### src/rtl/sum_arbiter.sv
// Round-robin arbiter sharing one signed W-bit adder between two requesters.
// Results are registered (W+1 bits, never overflow) and tagged with the requester ID.
module sum_arbiter #(
    parameter int W     = 4,
    parameter int CNT_W = 8
) (
    input  logic             clk,
    input  logic             rst_n,
    input  logic             REQ0_VALID,
    input  logic [W-1:0]     REQ0_A,
    input  logic [W-1:0]     REQ0_B,
    output logic             REQ0_READY,
    input  logic             REQ1_VALID,
    input  logic [W-1:0]     REQ1_A,
    input  logic [W-1:0]     REQ1_B,
    output logic             REQ1_READY,
    output logic             RES_VALID,
    output logic [W:0]       RES_X,
    output logic             RES_ID,
    input  logic             RES_READY,
    output logic [CNT_W-1:0] CNT0,
    output logic [CNT_W-1:0] CNT1
);

    typedef enum logic {
        EMPTY = 1'b0,
        FULL  = 1'b1
    } state_t;

    localparam logic [CNT_W-1:0] CNT_ONE = {{(CNT_W-1){1'b0}}, 1'b1};

    state_t           state_q, state_d;
    logic [W:0]       res_x_q, res_x_d;
    logic             res_id_q, res_id_d;
    logic             ptr_q, ptr_d;
    logic [CNT_W-1:0] cnt0_q, cnt0_d;
    logic [CNT_W-1:0] cnt1_q, cnt1_d;

    logic       can_accept;
    logic       grant0, grant1;
    logic       xfer0, xfer1, xfer;
    logic [W:0] sum0, sum1;

    // Sign-extend both operands to W+1 bits so the sum can never overflow.
    assign sum0 = {REQ0_A[W-1], REQ0_A} + {REQ0_B[W-1], REQ0_B};
    assign sum1 = {REQ1_A[W-1], REQ1_A} + {REQ1_B[W-1], REQ1_B};

    // NOTE: every signal written here gets a default first, so no path leaves it unassigned and no latch is inferred.
    always_comb begin
        can_accept = (state_q == EMPTY) | RES_READY;
        grant0     = REQ0_VALID & (~REQ1_VALID | ~ptr_q);
        grant1     = REQ1_VALID & (~REQ0_VALID |  ptr_q);
        // READY is forced low while reset is asserted, so nothing is offered as accepted.
        REQ0_READY = rst_n & grant0 & can_accept;
        REQ1_READY = rst_n & grant1 & can_accept;
        xfer0      = REQ0_VALID & REQ0_READY;
        xfer1      = REQ1_VALID & REQ1_READY;
        xfer       = xfer0 | xfer1;
    end

    always_comb begin
        state_d  = state_q;
        res_x_d  = res_x_q;
        res_id_d = res_id_q;
        ptr_d    = ptr_q;
        cnt0_d   = cnt0_q;
        cnt1_d   = cnt1_q;

        unique case (state_q)
            EMPTY: if (xfer) state_d = FULL;
            FULL:  if (RES_READY && !xfer) state_d = EMPTY;
            default: state_d = EMPTY;
        endcase

        // A transfer while FULL and RES_READY=1 overwrites the result being drained.
        if (xfer) begin
            res_x_d  = xfer1 ? sum1 : sum0;
            res_id_d = xfer1;
            ptr_d    = ~xfer1;
        end

        if (xfer0 && cnt0_q != {CNT_W{1'b1}}) cnt0_d = cnt0_q + CNT_ONE;
        if (xfer1 && cnt1_q != {CNT_W{1'b1}}) cnt1_d = cnt1_q + CNT_ONE;
    end

    // NOTE: reset is sampled on the clock edge only, and all state updates use non-blocking assignments.
    always_ff @(posedge clk) begin
        if (!rst_n) begin
            state_q  <= EMPTY;
            res_x_q  <= '0;
            res_id_q <= 1'b0;
            ptr_q    <= 1'b0;
            cnt0_q   <= '0;
            cnt1_q   <= '0;
        end else begin
            state_q  <= state_d;
            res_x_q  <= res_x_d;
            res_id_q <= res_id_d;
            ptr_q    <= ptr_d;
            cnt0_q   <= cnt0_d;
            cnt1_q   <= cnt1_d;
        end
    end

    assign RES_VALID = (state_q == FULL);
    assign RES_X     = res_x_q;
    assign RES_ID    = res_id_q;
    assign CNT0      = cnt0_q;
    assign CNT1      = cnt1_q;

endmodule

### config.mk
export PLATFORM = sky130hd
export DESIGN_NAME = sum_arbiter
export DESIGN_NICKNAME = d
export VERILOG_FILES = /design/src/rtl/sum_arbiter.sv
export SDC_FILE = /design/constraint.sdc
export NUM_CORES = 1
export LEC_CHECK = 0
export CAP_MARGIN = 20
export CELL_PAD_IN_SITES_DETAIL_PLACEMENT = 0
export CELL_PAD_IN_SITES_GLOBAL_PLACEMENT = 1
export CORE_MARGIN = 5
export CORE_UTILIZATION = 30
export CTS_CLUSTER_DIAMETER = 200
export DETAILED_ROUTE_END_ITERATION = 12
export GPL_ROUTABILITY_DRIVEN = 0
export PLACE_DENSITY_LB_ADDON = 0.1
export RECOVER_POWER = 25
export REMOVE_ABC_BUFFERS = 1
export SLEW_MARGIN = 20
export SYNTH_ARGS = -nofsm -noshare
export SYNTH_HDL_FRONTEND = slang
export SYNTH_SLANG_ARGS = --single-unit
### constraint.sdc
create_clock -name clk -period 1.37 [get_ports clk]
set_input_delay 0.274 -clock clk [delete_from_list [all_inputs] [get_ports clk]]
set_output_delay 0.274 -clock clk [all_outputs]
set_load 0.02 [all_outputs]
# Yosys cells after proc, flatten, opt, wreduce, memory -nomap -nowiden

Index checks and enable logic that the tools add are counted.

Bits in registers: 24
Bits of input ports: 21
Output and inout bits: 25
Logic and storage cells: 37

Add/subtract/negate cells: 4
Equal/unequal tests: 2
Multiplexer cells: 4
Bitwise gates (word level): 17
Reduce and logical (&&, ||, !) cells: 4

Operators with widths:

| operator              | number |
|---|---|
| $add A8 B1 Y8 const B | 2 |
| $ne A8 B8 Y1 const B  | 2 |
| $add A4 B4 Y5         | 2 |
| $and A1 B1 Y1         | 8 |
| $mux W5               | 1 |
| $not A1 Y1            | 5 |
| $or A1 B1 Y1          | 4 |
| $logic_and A1 B1 Y1   | 3 |
| $mux W1               | 2 |
| $pmux W1 S2           | 1 |
| $logic_not A1 Y1      | 1 |

# Logic depth before layout (Yosys ltp)

Depth after elaboration: 11
Mapped depth: 7
Mapped depth without buffers: 7

# Least setup slack after synthesis

OpenSTA, ideal clock, no wires.

Path kind: register to register
From: register cnt0_q[4], in the netlist CNT0[4]
To: register cnt0_q[3], in the netlist CNT0[3]
Arrival: 1,464 ps
Slack: -166 ps
Cell stages (with the launch flop): 7
Path buffers: 2
Period minus slack after synthesis: 1,536 ps
Cells stage by stage: dfxtp_1 > and4_1 > buf_6 > and4_4 > buf_6 > nor4b_2 > mux2i_1

Word-level cells in the longest chain between the ends: 2

Ends and longest elaborated chain:

| what                   | RTL line | RTL |
|---|---|---|
| start, declared        | 36       | `logic [CNT_W-1:0] cnt0_q, cnt0_d;` |
| start signal, assigned | 100      | `cnt0_q <= cnt0_d;` |
| $ne A8 B8 Y1           | 82       | `if (xfer0 && cnt0_q != {CNT_W{1'b1}}) cnt0_d = cnt0_q + CNT_ONE;` |
| $logic_and A1 B1 Y1    | 82       |  |

Every way passes these cells.
A chain may end at the register's enable or synchronous reset.

# Worst setup path in the final report

From: register state_q, in the netlist RES_VALID
To: register cnt1_q[0], in the netlist CNT1[0]

Word-level cells in the longest chain between the ends: 5

Ends and longest elaborated chain:

| what                   | RTL line | RTL |
|---|---|---|
| start, declared        | 32       | `state_t state_q, state_d;` |
| start signal, assigned | 96       | `state_q <= state_d;` |
| $not A1 Y1             | --       |  |
| $or A1 B1 Y1           | 50       | `can_accept = (state_q == EMPTY) \| RES_READY;` |
| $and A1 B1 Y1          | 55       | `REQ1_READY = rst_n & grant1 & can_accept;` |
| $and A1 B1 Y1          | 57       | `xfer1 = REQ1_VALID & REQ1_READY;` |
| $logic_and A1 B1 Y1    | 83       | `if (xfer1 && cnt1_q != {CNT_W{1'b1}}) cnt1_d = cnt1_q + CNT_ONE;` |
| end signal, assigned   | 101      | `cnt1_q <= cnt1_d;` |
| end, declared          | 37       | `logic [CNT_W-1:0] cnt1_q, cnt1_d;` |

Every way passes these cells.

==> results.sh <==
export IMPL_status="finished, final reports clean"
export IMPL_area_growth_pct=72.5
export IMPL_r2r_start="RES_VALID$_SDFF_PN0_"
export IMPL_htree_levels=1
export IMPL_drt_total_wl_um=4630
export IMPL_ys_types=46
export IMPL_cp_required_ps=1580
export IMPL_yosysTopAreaCell="dfxtp_1"
export IMPL_synth_top_family_by_area="simple AND/OR/NAND/NOR gates"
export IMPL_cts_made_buffers=3
export IMPL_place_inst=288
export IMPL_synth_top_area_share_pct=33.5
export IMPL_min_path_type="register to register"
export IMPL_tightestPinTransition_ps=279
export IMPL_drive_gt1_share_pct=39.3
export IMPL_netlist_top_cells_area="dfxtp_1, ha_1, nand2_1"
export IMPL_track_usage_pct=15.4
export IMPL_synth_adder_area_share_pct=11.5
export IMPL_layout_min_cycle_time_ps=1370
export IMPL_dpl_cell_area_um2=2140
export IMPL_finalSetupTns_ps=0
export IMPL_die_h_um=79.1
export IMPL_final_cell_area_um2=2470
export IMPL_die_w_um=79.1
export IMPL_via_count=1548
export IMPL_ir_drop_uv=571
export IMPL_antenna_cells=0
export IMPL_rsz0062_at_grt="true"
export IMPL_ios=46
export IMPL_slew_headroom_pct=81.4
export IMPL_cp_data_arrival_time_ps=1580
export IMPL_worstSetupPathType="register to register"
export IMPL_synthXorXnorAreaFrac_pct=1.83
export IMPL_finalCritPeriodShare_pct=99.7
export IMPL_path_cells="nand2b_4, o2111ai_4, buf_6, or3_1, a21oi_2"
export IMPL_clock_tree_buffer_depth=2
export IMPL_drv_cap=0
export IMPL_pwr_density_cell_nw_per_um2=738
export IMPL_dieArea_um2=6260
export IMPL_grt_overflow=0
export IMPL_fmaxAchievable_mhz=732
export IMPL_vias_per_cell=5.19
export IMPL_synth_seq_cells=24
export IMPL_crit_slowest_cell="or3_1"
export IMPL_setup_viol=0
export IMPL_cts_tree="done"
export IMPL_worst_path_largest_cell_delay_ps=390
export IMPL_final_hold_violation_count=0
export IMPL_worstHoldStart="RES_X[1]$_SDFFE_PN0P_"
export IMPL_drc_errors=0
export IMPL_antenna_found_initial=0
export IMPL_post_dp_hpwl_um=3310
export IMPL_netlist_instances=164
export IMPL_synth_simple_area_share_pct=23.0
export IMPL_leakage_nw=1.05
export IMPL_syn_avg_cell_area_um2=8.74
export IMPL_skew_ps=1.95
export IMPL_crit_fanout=6
export IMPL_clockRootBuffer="clkbuf_8"
export IMPL_reg2regPathDepth=5
export IMPL_start_kind="register"
export IMPL_min_to="RES_X[1]$_SDFFE_PN0P_"
export IMPL_nNetsFinal=278
export IMPL_synth_compound_area_share_pct=19.9
export IMPL_end_kind="register"
export IMPL_worstSetupStartpoint="RES_VALID$_SDFF_PN0_"
export IMPL_grt_pass1_vias=1620
export IMPL_core_area_um2=4690
export IMPL_hold_depth=2
export IMPL_numPortBuffers=45
export IMPL_drtIter0Drc=125
export IMPL_power_mw=1.82
export IMPL_reg2reg_slack_ps=4
export IMPL_initial_core_util_pct=30.5
export IMPL_fp_row_count=25
export IMPL_final_cells=298
export IMPL_grt_pass1_wl_um=7640
export IMPL_clkTransAtPathRegs_ps=100
export IMPL_syn_area_um2=1430
export IMPL_routedWlPerCell_um=15.5
export IMPL_r2r_end="CNT1[0]$_SDFFE_PN0P_"
export IMPL_synth_seq_area_share_pct=33.5
export IMPL_yosys_warnings=0
export IMPL_firstDrtPassIters=4
export IMPL_worstSkewPairLatency_ps=270
export IMPL_drt_antenna_violating_nets=0
export IMPL_cts_sinks=24
export IMPL_muxShareOfSynthArea_pct=3.49
export IMPL_grt_max_degree=15
export IMPL_drv_slew=0
==> power by group <==
| group | switching (mW) | internal (mW) |
|---|---|---|
| combinational | 0.212 | 0.221 |
| clock | 0.260 | 0.391 |
| sequential | 0.0187 | 0.722 |
==> state kept, by name, summed over array words and instances (netlist names) <==
signal     cells
CNT0           8
CNT1           8
RES_ID         1
RES_VALID      1
RES_X          5
ptr_q          1
==> synth_stat cells (all sizes together) <==
cell	n
o41ai	3
a41o	1
or3	3
a31oi	2
dfxtp	24
o2111ai	1
fa	2
xor2	1
nor2b	3
nand3	7
a311oi	1
o22a	1
clkinv	1
nand4	4
nand2b	1
nor2	5
o311ai	3
and3	2
nand3b	3
o221a	1
o31ai	1
o311a	1
a21oi	10
buf	4
a211oi	1
o21a	1
ha	10
nor4	2
clkbuf	2
a21o	2
nor4b	3
o221ai	1
nand2	16
mux2i	5
a22oi	1
xnor2	2
inv	14
o21ai	9
nor3	5
and4	2
nor3b	2
a21boi	1
==> worst max path at each step <==
stage,cells past startpoint,end
2_1_floorplan,5,RES_X[0]$_SDFFE_PN0P_
3_3_place_gp,5,REQ1_READY
3_5_place_dp,5,REQ1_READY
4_1_cts,3,REQ1_READY
5_1_grt,5,CNT1[4]$_SDFFE_PN0P_
6_report,5,CNT1[0]$_SDFFE_PN0P_
==> layout by cell type (no fill, tap or decap), types with 2 or more instances in the layout <==
cell type,n
nand3_2,3
inv_1,10
dlygate4sd2_1,23
clkbuf_1,2
mux2i_1,5
o21ai_1,3
fa_2,2
clkbuf_8,3
inv_2,4
a21oi_1,6
nand2_1,15
nor2_1,4
a21oi_2,3
ha_4,4
and4_4,2
o21ai_0,6
buf_4,32
nor4b_4,2
dfxtp_1,15
buf_6,6
ha_1,4
nor4_1,2
dfxtp_2,8
nor2b_1,2
a21o_1,2
or3_1,2
nand3_1,4
nand3b_1,3
clkbuf_2,4
a31oi_1,2
nor3_1,4
ha_2,2
nand4_1,3
clkdlybuf4s50_1,2
clkdlybuf4s15_1,12
o311ai_1,2
==> worst max-delay path: cells and delay by family (launching register included) <==
kind            cells  cell delay [ps]
buf+inv             1              190
compound gates      2              290
flops               1              350
simple gates        2              480
==> cells by family after synthesis <==
kind of cell | Yosys count
fa+ha+maj | 12
compound gates | 41
buf+inv | 21
simple gates | 58
flops | 24
mux | 5
xor+xnor | 3
==> what timing repair did <==
item,in CTS,in global routing
endpoints found under the setup margin,46,26
hold buffers,0,0
resized for setup,85,58
setup buffers,5,1
cloned,1,0
pin swaps,20,28
==> per-stage QoR <==
| stage | setup slack (ps) | hold slack [ps] | utilization [%] |
|---|---|---|---|
| finish | 4.04 | 482 | 52.7 |
| global route | -65.3 | 510 | 52.7 |
| CTS | -8.71 | 483 | 49.7 |
| detailed placement | -692 | 467 | 45.7 |
| global placement | -656 | 464 | 45.7 |
| floorplan | -250 | 405 | - |
==> cell type report <==
cell class / instances / area (µm²)
clock buffers: 3 / 41.3
clock inverters: 1 / 30.0
fillers: 444 / 2220
inverters: 15 / 57.6
multi-input cells: 119 / 1090
flip-flops and latches: 24 / 494
well taps: 54 / 67.6
repair buffers: 82 / 689
==> metal layers <==
layer  share of wire [%]  wire length (µm)  up-vias  global-route usage, %
met5                   0                 0        -                      0
met4                0.76                35        0                   3.26
met3                 4.5               209        5                   3.17
met2                  51              2340       38                   27.4
met1                  44              2040      736                   18.9
li1                    -                 -      769                      -
No activity file was read; power rests on OpenSTA's default activity.
